File: config.mk
export PLATFORM = sky130hd
export DESIGN_NAME = fpnew_divsqrt_iter_core_flat
export DESIGN_NICKNAME = d
export VERILOG_FILES = /design/src/rtl/fpnew_divsqrt_iter_core_if.sv /design/src/rtl/fpnew_divsqrt_iter_core.sv /design/src/flat_wrapper.sv
export SDC_FILE = /design/constraint.sdc
export NUM_CORES = 1
export LEC_CHECK = 0
export CORE_ASPECT_RATIO = 0.6
export CORE_MARGIN = 2
export CORE_UTILIZATION = 45
export DETAILED_ROUTE_END_ITERATION = 10
export GPL_TIMING_DRIVEN = 0
export PLACE_DENSITY = 0.73
export SYNTH_ARGS = -nofsm -noshare
export SYNTH_HDL_FRONTEND = slang
export SYNTH_SLANG_ARGS = --single-unit
File: constraint.sdc
create_clock -name clk_i -period 10.18 [get_ports clk_i]
set_clock_uncertainty 0.2 [all_clocks]
set_input_delay 2.036 -clock clk_i [delete_from_list [all_inputs] [get_ports clk_i]]
set_output_delay 2.036 -clock clk_i [all_outputs]
set_load 0.005 [all_outputs]
File: src/rtl/fpnew_divsqrt_iter_core_if.sv
// Start/ready/done/kill handshake plus operand and result bus between the
// multi-cycle divsqrt wrapper (master) and the iterative mantissa core (slave).
interface fpnew_divsqrt_iter_core_if #(
    parameter int unsigned WIDTH = 24
);
    logic               div_start_i;
    logic               sqrt_start_i;
    logic [WIDTH-1:0]   op_a_i;
    logic [WIDTH-1:0]   op_b_i;
    logic               kill_i;
    logic               ready_o;
    logic               done_o;
    logic [WIDTH+1:0]   result_o;
    logic               sticky_o;
    logic               div_zero_o;

    modport master (
        output div_start_i, sqrt_start_i, op_a_i, op_b_i, kill_i,
        input  ready_o, done_o, result_o, sticky_o, div_zero_o
    );

    modport slave (
        input  div_start_i, sqrt_start_i, op_a_i, op_b_i, kill_i,
        output ready_o, done_o, result_o, sticky_o, div_zero_o
    );
endinterface

File: src/rtl/fpnew_divsqrt_iter_core.sv
// Iterative radix-2 restoring mantissa divider / square-root engine.
// One result bit per cycle over WIDTH+2 cycles; returns a truncated
// quotient/root and a sticky bit. Sign, exponent, rounding and special
// cases are handled by the surrounding wrapper.
module fpnew_divsqrt_iter_core #(
    parameter int unsigned WIDTH = 24
) (
    input  logic                          clk_i,
    input  logic                          rst_ni,
    fpnew_divsqrt_iter_core_if.slave      io
);

    localparam int unsigned N     = WIDTH + 2;          // iterations / result bits
    localparam int unsigned QW    = WIDTH + 2;          // quotient / root width
    localparam int unsigned REM_W = 2 * WIDTH + 4;      // shared remainder width
    localparam int unsigned CNT_W = $clog2(N + 1);

    typedef enum logic [1:0] {
        IDLE = 2'd0,
        BUSY = 2'd1,
        DONE = 2'd2
    } state_e;

    state_e             state_q;
    logic [CNT_W-1:0]   cnt_q;
    logic               ready_q;
    logic               done_q;
    logic [QW-1:0]      result_q;
    logic               sticky_q;
    logic               div_zero_q;

    // iteration state
    logic               is_sqrt_q;
    logic               dz_pend_q;
    logic [WIDTH-1:0]   divisor_q;
    logic [REM_W-1:0]   rem_q;
    logic [REM_W-1:0]   rad_q;
    logic [QW-1:0]      quo_q;

    // next iteration values
    logic [REM_W-1:0]   rem_d;
    logic [REM_W-1:0]   rad_d;
    logic [QW-1:0]      quo_d;

    logic               start_s;
    logic               start_sqrt_s;
    logic               ld_dz_s;
    logic [REM_W-1:0]   ld_rem_s;
    logic [REM_W-1:0]   ld_rad_s;

    logic [QW:0]        div_diff_s;
    logic [REM_W-1:0]   sqrt_acc_s;
    logic [REM_W-1:0]   sqrt_trial_s;
    logic [REM_W:0]     sqrt_diff_s;

    // Start acceptance and the initial iteration state for the selected operation
    always_comb begin
        start_s      = (io.div_start_i | io.sqrt_start_i) & ready_q & ~io.kill_i;
        start_sqrt_s = ~io.div_start_i;
        ld_dz_s      = 1'b0;
        ld_rem_s     = '0;
        ld_rad_s     = '0;
        if (start_sqrt_s) begin
            // radicand A * 2^(WIDTH+4), consumed two bits per iteration from the top
            ld_rad_s = {io.op_a_i, {(WIDTH + 4){1'b0}}};
        end else begin
            ld_rem_s = {{(REM_W - WIDTH){1'b0}}, io.op_a_i};
            ld_dz_s  = (io.op_b_i == {WIDTH{1'b0}});
        end
    end

    // One restoring iteration: divide (R-B test) or sqrt (trial root 4q+1 test)
    always_comb begin
        rem_d        = rem_q;
        rad_d        = rad_q;
        quo_d        = quo_q;
        div_diff_s   = '0;
        sqrt_acc_s   = '0;
        sqrt_trial_s = '0;
        sqrt_diff_s  = '0;
        if (is_sqrt_q) begin
            sqrt_acc_s   = {rem_q[REM_W-3:0], rad_q[REM_W-1 -: 2]};
            sqrt_trial_s = {{(REM_W - QW - 2){1'b0}}, quo_q, 2'b01};
            sqrt_diff_s  = {1'b0, sqrt_acc_s} - {1'b0, sqrt_trial_s};
            rad_d        = {rad_q[REM_W-3:0], 2'b00};
            if (!sqrt_diff_s[REM_W]) begin
                rem_d = sqrt_diff_s[REM_W-1:0];
                quo_d = {quo_q[QW-2:0], 1'b1};
            end else begin
                rem_d = sqrt_acc_s;
                quo_d = {quo_q[QW-2:0], 1'b0};
            end
        end else begin
            // partial remainder stays below 2*B, so QW bits are enough
            div_diff_s = {1'b0, rem_q[QW-1:0]} - {3'b000, divisor_q};
            if (!div_diff_s[QW]) begin
                rem_d = {{(REM_W - QW){1'b0}}, div_diff_s[QW-2:0], 1'b0};
                quo_d = {quo_q[QW-2:0], 1'b1};
            end else begin
                rem_d = {{(REM_W - QW){1'b0}}, rem_q[QW-2:0], 1'b0};
                quo_d = {quo_q[QW-2:0], 1'b0};
            end
        end
    end

    // Control FSM, iteration registers and committed outputs
    always_ff @(posedge clk_i) begin
        if (!rst_ni) begin
            state_q    <= IDLE;
            cnt_q      <= '0;
            ready_q    <= 1'b1;
            done_q     <= 1'b0;
            result_q   <= '0;
            sticky_q   <= 1'b0;
            div_zero_q <= 1'b0;
            is_sqrt_q  <= 1'b0;
            dz_pend_q  <= 1'b0;
            divisor_q  <= '0;
            rem_q      <= '0;
            rad_q      <= '0;
            quo_q      <= '0;
        end else begin
            done_q <= 1'b0;
            case (state_q)
                IDLE, DONE: begin
                    if (start_s) begin
                        state_q   <= BUSY;
                        cnt_q     <= CNT_W'(N);
                        ready_q   <= 1'b0;
                        is_sqrt_q <= start_sqrt_s;
                        dz_pend_q <= ld_dz_s;
                        divisor_q <= io.op_b_i;
                        rem_q     <= ld_rem_s;
                        rad_q     <= ld_rad_s;
                        quo_q     <= '0;
                    end else begin
                        state_q <= IDLE;
                        cnt_q   <= '0;
                        ready_q <= 1'b1;
                    end
                end
                BUSY: begin
                    if (io.kill_i) begin
                        state_q <= IDLE;
                        cnt_q   <= '0;
                        ready_q <= 1'b1;
                    end else begin
                        rem_q <= rem_d;
                        rad_q <= rad_d;
                        quo_q <= quo_d;
                        cnt_q <= cnt_q - CNT_W'(1);
                        if (cnt_q == CNT_W'(1)) begin
                            // last bit: commit directly from the next-iteration values
                            state_q    <= DONE;
                            ready_q    <= 1'b1;
                            done_q     <= 1'b1;
                            result_q   <= dz_pend_q ? {QW{1'b1}} : quo_d;
                            sticky_q   <= dz_pend_q | (rem_d != {REM_W{1'b0}});
                            div_zero_q <= dz_pend_q;
                        end else begin
                            state_q <= BUSY;
                        end
                    end
                end
                default: begin
                    state_q <= IDLE;
                    cnt_q   <= '0;
                    ready_q <= 1'b1;
                end
            endcase
        end
    end

    assign io.ready_o    = ready_q;
    assign io.done_o     = done_q;
    assign io.result_o   = result_q;
    assign io.sticky_o   = sticky_q;
    assign io.div_zero_o = div_zero_q;

endmodule

File: src/flat_wrapper.sv
// flat-port wrapper written by rule: the top's interface ports become plain ports
module fpnew_divsqrt_iter_core_flat 
#(
    parameter int unsigned WIDTH = 24
)
  (clk_i, rst_ni, io_div_start_i, io_sqrt_start_i, io_op_a_i, io_op_b_i, io_kill_i, io_ready_o, io_done_o, io_result_o, io_sticky_o, io_div_zero_o);
  fpnew_divsqrt_iter_core_if #(.WIDTH(WIDTH)) io_i ();
  input  logic clk_i;
  input  logic rst_ni;
  input wire logic [$bits(io_i.div_start_i)-1:0] io_div_start_i;
  input wire logic [$bits(io_i.sqrt_start_i)-1:0] io_sqrt_start_i;
  input wire logic [$bits(io_i.op_a_i)-1:0] io_op_a_i;
  input wire logic [$bits(io_i.op_b_i)-1:0] io_op_b_i;
  input wire logic [$bits(io_i.kill_i)-1:0] io_kill_i;
  output wire logic [$bits(io_i.ready_o)-1:0] io_ready_o;
  output wire logic [$bits(io_i.done_o)-1:0] io_done_o;
  output wire logic [$bits(io_i.result_o)-1:0] io_result_o;
  output wire logic [$bits(io_i.sticky_o)-1:0] io_sticky_o;
  output wire logic [$bits(io_i.div_zero_o)-1:0] io_div_zero_o;
  assign io_i.div_start_i = io_div_start_i;
  assign io_i.sqrt_start_i = io_sqrt_start_i;
  assign io_i.op_a_i = io_op_a_i;
  assign io_i.op_b_i = io_op_b_i;
  assign io_i.kill_i = io_kill_i;
  assign io_ready_o = io_i.ready_o;
  assign io_done_o = io_i.done_o;
  assign io_result_o = io_i.result_o;
  assign io_sticky_o = io_i.sticky_o;
  assign io_div_zero_o = io_i.div_zero_o;
  fpnew_divsqrt_iter_core #(.WIDTH(WIDTH)) u_core (.clk_i(clk_i), .rst_ni(rst_ni), .io(io_i));
endmodule
; After elaboration in Yosys (flattened, before gate mapping)
; Cells that the tools add are included.
[word_totals]
output_inout_bits = 30
word_cells = 73
input_bits = 53
regBits = 191
[classes]
n_eq_ne = 7
muxes = 32
bitwise_logic = 8
n_addsub = 3
reduce_logical = 10
[ops]
columns = cell, count
row1 = $mux 52, 6
row2 = $mux 26, 4
row3 = $pmux 52 s2, 1
row4 = $mux 50, 2
row5 = $pmux 50 s2, 1
row6 = $sub 52x28->53, 1
row7 = $pmux 26 s2, 1
row8 = $reduce_bool 52->1, 1
row9 = $sub 26x24->27, 1
row10 = $logic_not 24->1, 1
row11 = $mux 24, 1
row12 = $mux 5, 2
row13 = $pmux 5 s2, 1
row14 = $mux 1, 9
row15 = $reduce_and 3->1, 2
row16 = $eq 5x1->1 const B, 1
row17 = $sub 5x1->5 const B, 1
row18 = $mux 2, 2
row19 = $ne 2x1->1 const B, 2
row20 = $not 1->1, 4
row21 = $pmux 2 s2, 1
row22 = $reduce_and 4->1, 1
row23 = $ne 3x2->1 const B, 1
row24 = $reduce_or 3->1, 1
row25 = other kinds (10), 12

; Longest topological paths before layout
[logic_depth]
word_depth = 5
ltp_mapped = 16
depth_no_buf = 14

; Worst setup path after synthesis
; No wires, ideal clock.
[synth_timing]
path_kind = reg2reg
from = reg u_core.rem_q[0]
to = reg u_core.sticky_q, in the netlist u_core.io.sticky_o
setup_slack_ns = 6.536
period_less_slack_ns = 3.644
setup_ns = 0.119
path_stages_with_launch = 15
n_path_buf = 0
arrival_ns = 3.324
required_ns = 9.861
path_cell_list = dfxtp_1 inv_1 ha_1 fa_1 nand2b_1 a21oi_1 o211ai_1 and4b_2 nor2_4 mux2_1 a2111oi_2 o2111ai_1 nor4_1 and4_1 a21oi_1
[synth_via]
elab_chain_len = 5
word_cells_on_any_way = 7
cone_classes = 2 x add/sub / 3 x mux / 1 x bitwise / 1 x reduce/logical
[synth_lines]
columns = element, line_no
row1 = from (decl), fpnew_divsqrt_iter_core.sv:36  ; logic [REM_W-1:0] rem_q;
row2 = from (signal assigned), fpnew_divsqrt_iter_core.sv:133  ; rem_q <= ld_rem_s;
row3 = from (signal assigned), fpnew_divsqrt_iter_core.sv:148  ; rem_q <= rem_d;
row4 = $sub 52x28->53 or $sub 26x24->27 (tied branches), "fpnew_divsqrt_iter_core.sv:84, fpnew_divsqrt_iter_core.sv:95"
row5 = $mux 52 or $mux 26 (tied branches), "fpnew_divsqrt_iter_core.sv:86, fpnew_divsqrt_iter_core.sv:96"
row6 = $mux 52 *, fpnew_divsqrt_iter_core.sv:81  ; if (is_sqrt_q) begin
row7 = $reduce_bool 52->1 *, fpnew_divsqrt_iter_core.sv:158  ; sticky_q <= dz_pend_q | (rem_d != {REM_W{1'b0}});
row8 = $or 1x1->1 *, fpnew_divsqrt_iter_core.sv:158
row9 = to (signal assigned), fpnew_divsqrt_iter_core.sv:158
row10 = to (decl), fpnew_divsqrt_iter_core.sv:29  ; logic sticky_q;
; Every way passes the cells marked *; elsewhere a longest branch is shown, timed or not.
; A chain may end at the register's enable or synchronous reset.

; Worst setup path in the final report
[layout_timing]
from = in io_div_start_i
to = reg u_core.divisor_q[15]
[layout_via]
elab_chain_len = 4
[layout_lines]
columns = element, line_no
row1 = from (decl), flat_wrapper.sv:10  ; input wire logic [$bits(io_i.div_start_i)-1:0] io_div_start_i;
row2 = $or 1x1->1, fpnew_divsqrt_iter_core.sv:58  ; start_s = (io.div_start_i | io.sqrt_start_i) & ready_q & ~io.kill_i;
row3 = $and 1x1->1 (2 in series), fpnew_divsqrt_iter_core.sv:58
row4 = $reduce_and 2->1 (no line), -
row5 = to (signal assigned), fpnew_divsqrt_iter_core.sv:132  ; divisor_q <= io.op_b_i;
row6 = to (decl), fpnew_divsqrt_iter_core.sv:35  ; logic [WIDTH-1:0] divisor_q;
; Every way passes these cells.

==> impl_metrics.tcl <==
set metrics [dict create \
    dieHeight_um 126 \
    postCtsHoldBufs 0 \
    run_status "complete, no violations" \
    ctsRootBufferMaster "clkbuf_16" \
    finalMaxSlewViolations 0 \
    cp_max_fo 10 \
    drive_gt1_share_pct 5.50 \
    finalHoldViolCount 0 \
    finalSetupViolCount 0 \
    antenna_left 0 \
    placementRows 44 \
    nets 1730 \
    syn_nets 1630 \
    clk_latency_ps 460 \
    synthArstFlopShare_pct 0 \
    drcViolationCount 0 \
    synth_cells 1523 \
    globalplace.congestion 1.03 \
    cts_buffers 17 \
    dr_total_vias 12007 \
    grt_pass1_vias 10874 \
    layout_setup_ws_ps 5420 \
    final_common_cell "nand2_1" \
    grt_usage_pct 32.2 \
    period_needed_ps 4760 \
    crit_arrival_ps 4930 \
    htreeDepth 4 \
    synth_cell_type_count 90 \
    r2r_cells 13 \
    dp_hpwl_um 33700 \
    drt_iter0_drc 1426 \
    grt_max_degree 17 \
    ir_drop_mv 0.123 \
    cts_tree "built" \
    fin_util_pct 53.5 \
    detail_route.vias_per_cell 6.13 \
    clkTransAtPathRegs_ps 60 \
    cp-end-kind "flop" \
    areaGrowthSynthToFinish_pct 16.1 \
    p_per_area_nw_per_um2 203 \
    worst_ep_required_time_ps 10350 \
    maxSlewHeadroom_pct 22.9 \
    syn_area_um2 11200 \
    syn_area_per_cell_um2 7.37 \
    rsz0062_at_grt "false" \
    cp-start-kind "input port" \
    fmax_mhz 210 \
    die_x_um 208 \
    synth-seq-area-share_pct 29.1 \
    antenna_found_initial 1 \
    ys_ff_latch 163 \
    grt_pass1_wl_um 64300 \
    wire_per_inst_um 21.8 \
    grt-ovfl-total 0 \
    fin_crit_sh_pct 46.8 \
    pin_count 83 \
    initial_core_util_pct 46.1 \
    cts.sinks 163 \
    cap_viol_max_count 0 \
    tightest_slew_ps 1140 \
    tns_ps 0 \
    dpl.cell_count 1926 \
    synth_edf_count 0 \
    cts.repair.resized 0 \
    wl_um 42700 \
    die_area_um2 26300 \
    min_path_cells 2 \
    hold_class "flop to flop" \
    place_ws_ps 5140 \
    instances_no_fill 1959 \
    clockBufferDepth 2 \
    synthFlopType "dfxtp_1" \
    dr.pass1.iters 6 \
    port_buffers 81 \
    leakage_nw 4.83 \
    cts_setup_buffers 0 \
    yosys_warnings 0 \
    core_um2 24300 \
    crit_type "input port to flop" \
    layout_common_cells "nand2_1 (179), nor2_1 (175), dfxtp_1 (163)" \
]
-- sequential cells by signal, summed over array words and instances, names as in the netlist --
| name | cells |
|---|---|
| u_core.rem_q | 50 |
| u_core.io.result_o | 26 |
| u_core.quo_q | 26 |
| u_core.divisor_q | 24 |
| u_core.rad_q | 24 |
| u_core.cnt_q | 5 |
| u_core.state_q | 2 |
| u_core.dz_pend_q | 1 |
| u_core.io.div_zero_o | 1 |
| u_core.io.done_o | 1 |
| u_core.io.ready_o | 1 |
| u_core.io.sticky_o | 1 |
| u_core.is_sqrt_q | 1 |
-- power breakdown --
part | switching (mW) | internal (mW) | total, mW | leakage [nW]
logic | 0.793 | 0.462 | 1.26 | 3.21
clock network | 0.296 | 0.371 | 0.667 | 0.291
registers | 0.0514 | 0.669 | 0.720 | 1.33
-- kinds of logic after synthesis --
kind of cell | after synthesis | synth area share, %
buffers and inverters | 170 | 6.04
multiplexers | 23 | 2.12
AO/OA/AOI/OAI | 398 | 23.6
AND/OR/NAND/NOR | 651 | 28.0
adder cells (fa/ha/maj) | 54 | 6.09
flip-flops | 163 | 29.1
XOR/XNOR | 64 | 5.06
-- Yosys cell counts (all sizes together), types with 25 or more instances --
| cell type | n | share of area [%] |
|---|---|---|
| nor3 | 105 | 4.8 |
| nor2 | 177 | 6.0 |
| xor2 | 31 | 2.5 |
| nand3 | 51 | 2.4 |
| clkbuf | 79 | 2.6 |
| inv | 64 | 2.1 |
| buf | 25 | 1.2 |
| xnor2 | 33 | 2.6 |
| o21ai | 58 | 2.6 |
| a211oi | 47 | 3.1 |
| a2111oi | 26 | 2.1 |
| a21oi | 144 | 6.5 |
| ha | 53 | 5.9 |
| dfxtp | 163 | 29 |
| nand2 | 179 | 6.0 |
-- final cells by class --
type / count / area [µm²]
diodes: 1 / 2.50
plain buffers: 104 / 430
clock buffers: 18 / 439
clock inverters: 14 / 153
fillers: 2419 / 11300
inverters: 66 / 248
multi-input cells: 1190 / 7280
flip-flops and latches: 163 / 3260
well taps: 322 / 403
repair buffers: 81 / 811
-- worst max-delay path, stage by stage --
cell and delay [ps]:
clkdlybuf4s50_1 590, nor2_1 190, nor3_1 70, nand2_1 130, clkbuf_1 400, clkbuf_1 780
buf_1 460, nand2_1 110, a21oi_1 160
-- routing by layer --
layer	vias up	track usage, %	wire length (µm)
li1	5688	-	-
met1	5569	47.9	20000
met2	675	41.3	15500
met3	75	12.7	6020
met4	0	10.6	1150
met5	-	0	0
-- worst paths after layout --
kind                                      from                           endpoint  slack (ps)
max                             io_div_start_i  u_core.divisor_q[15]$_SDFFE_PN0P_        5420
min reg2reg  u_core.divisor_q[18]$_SDFFE_PN0P_  u_core.divisor_q[18]$_SDFFE_PN0P_         260
max reg2reg      u_core.rem_q[21]$_SDFFE_PN0P_    u_core.io.sticky_o$_SDFFE_PN0P_        5420
min          u_core.divisor_q[18]$_SDFFE_PN0P_  u_core.divisor_q[18]$_SDFFE_PN0P_         260
-- metrics by stage --
step | area, µm² | hold WS [ps] | power [mW]
after floorplan | 11200 | 230 | 1.58
after global placement | 12400 | 244 | 1.92
after detailed placement | 12400 | 248 | 1.93
after CTS | 13000 | 257 | 2.59
after global routing | 13000 | 264 | 2.77
final | 13000 | 256 | 2.64
No activity file was read; power rests on OpenSTA's default activity.
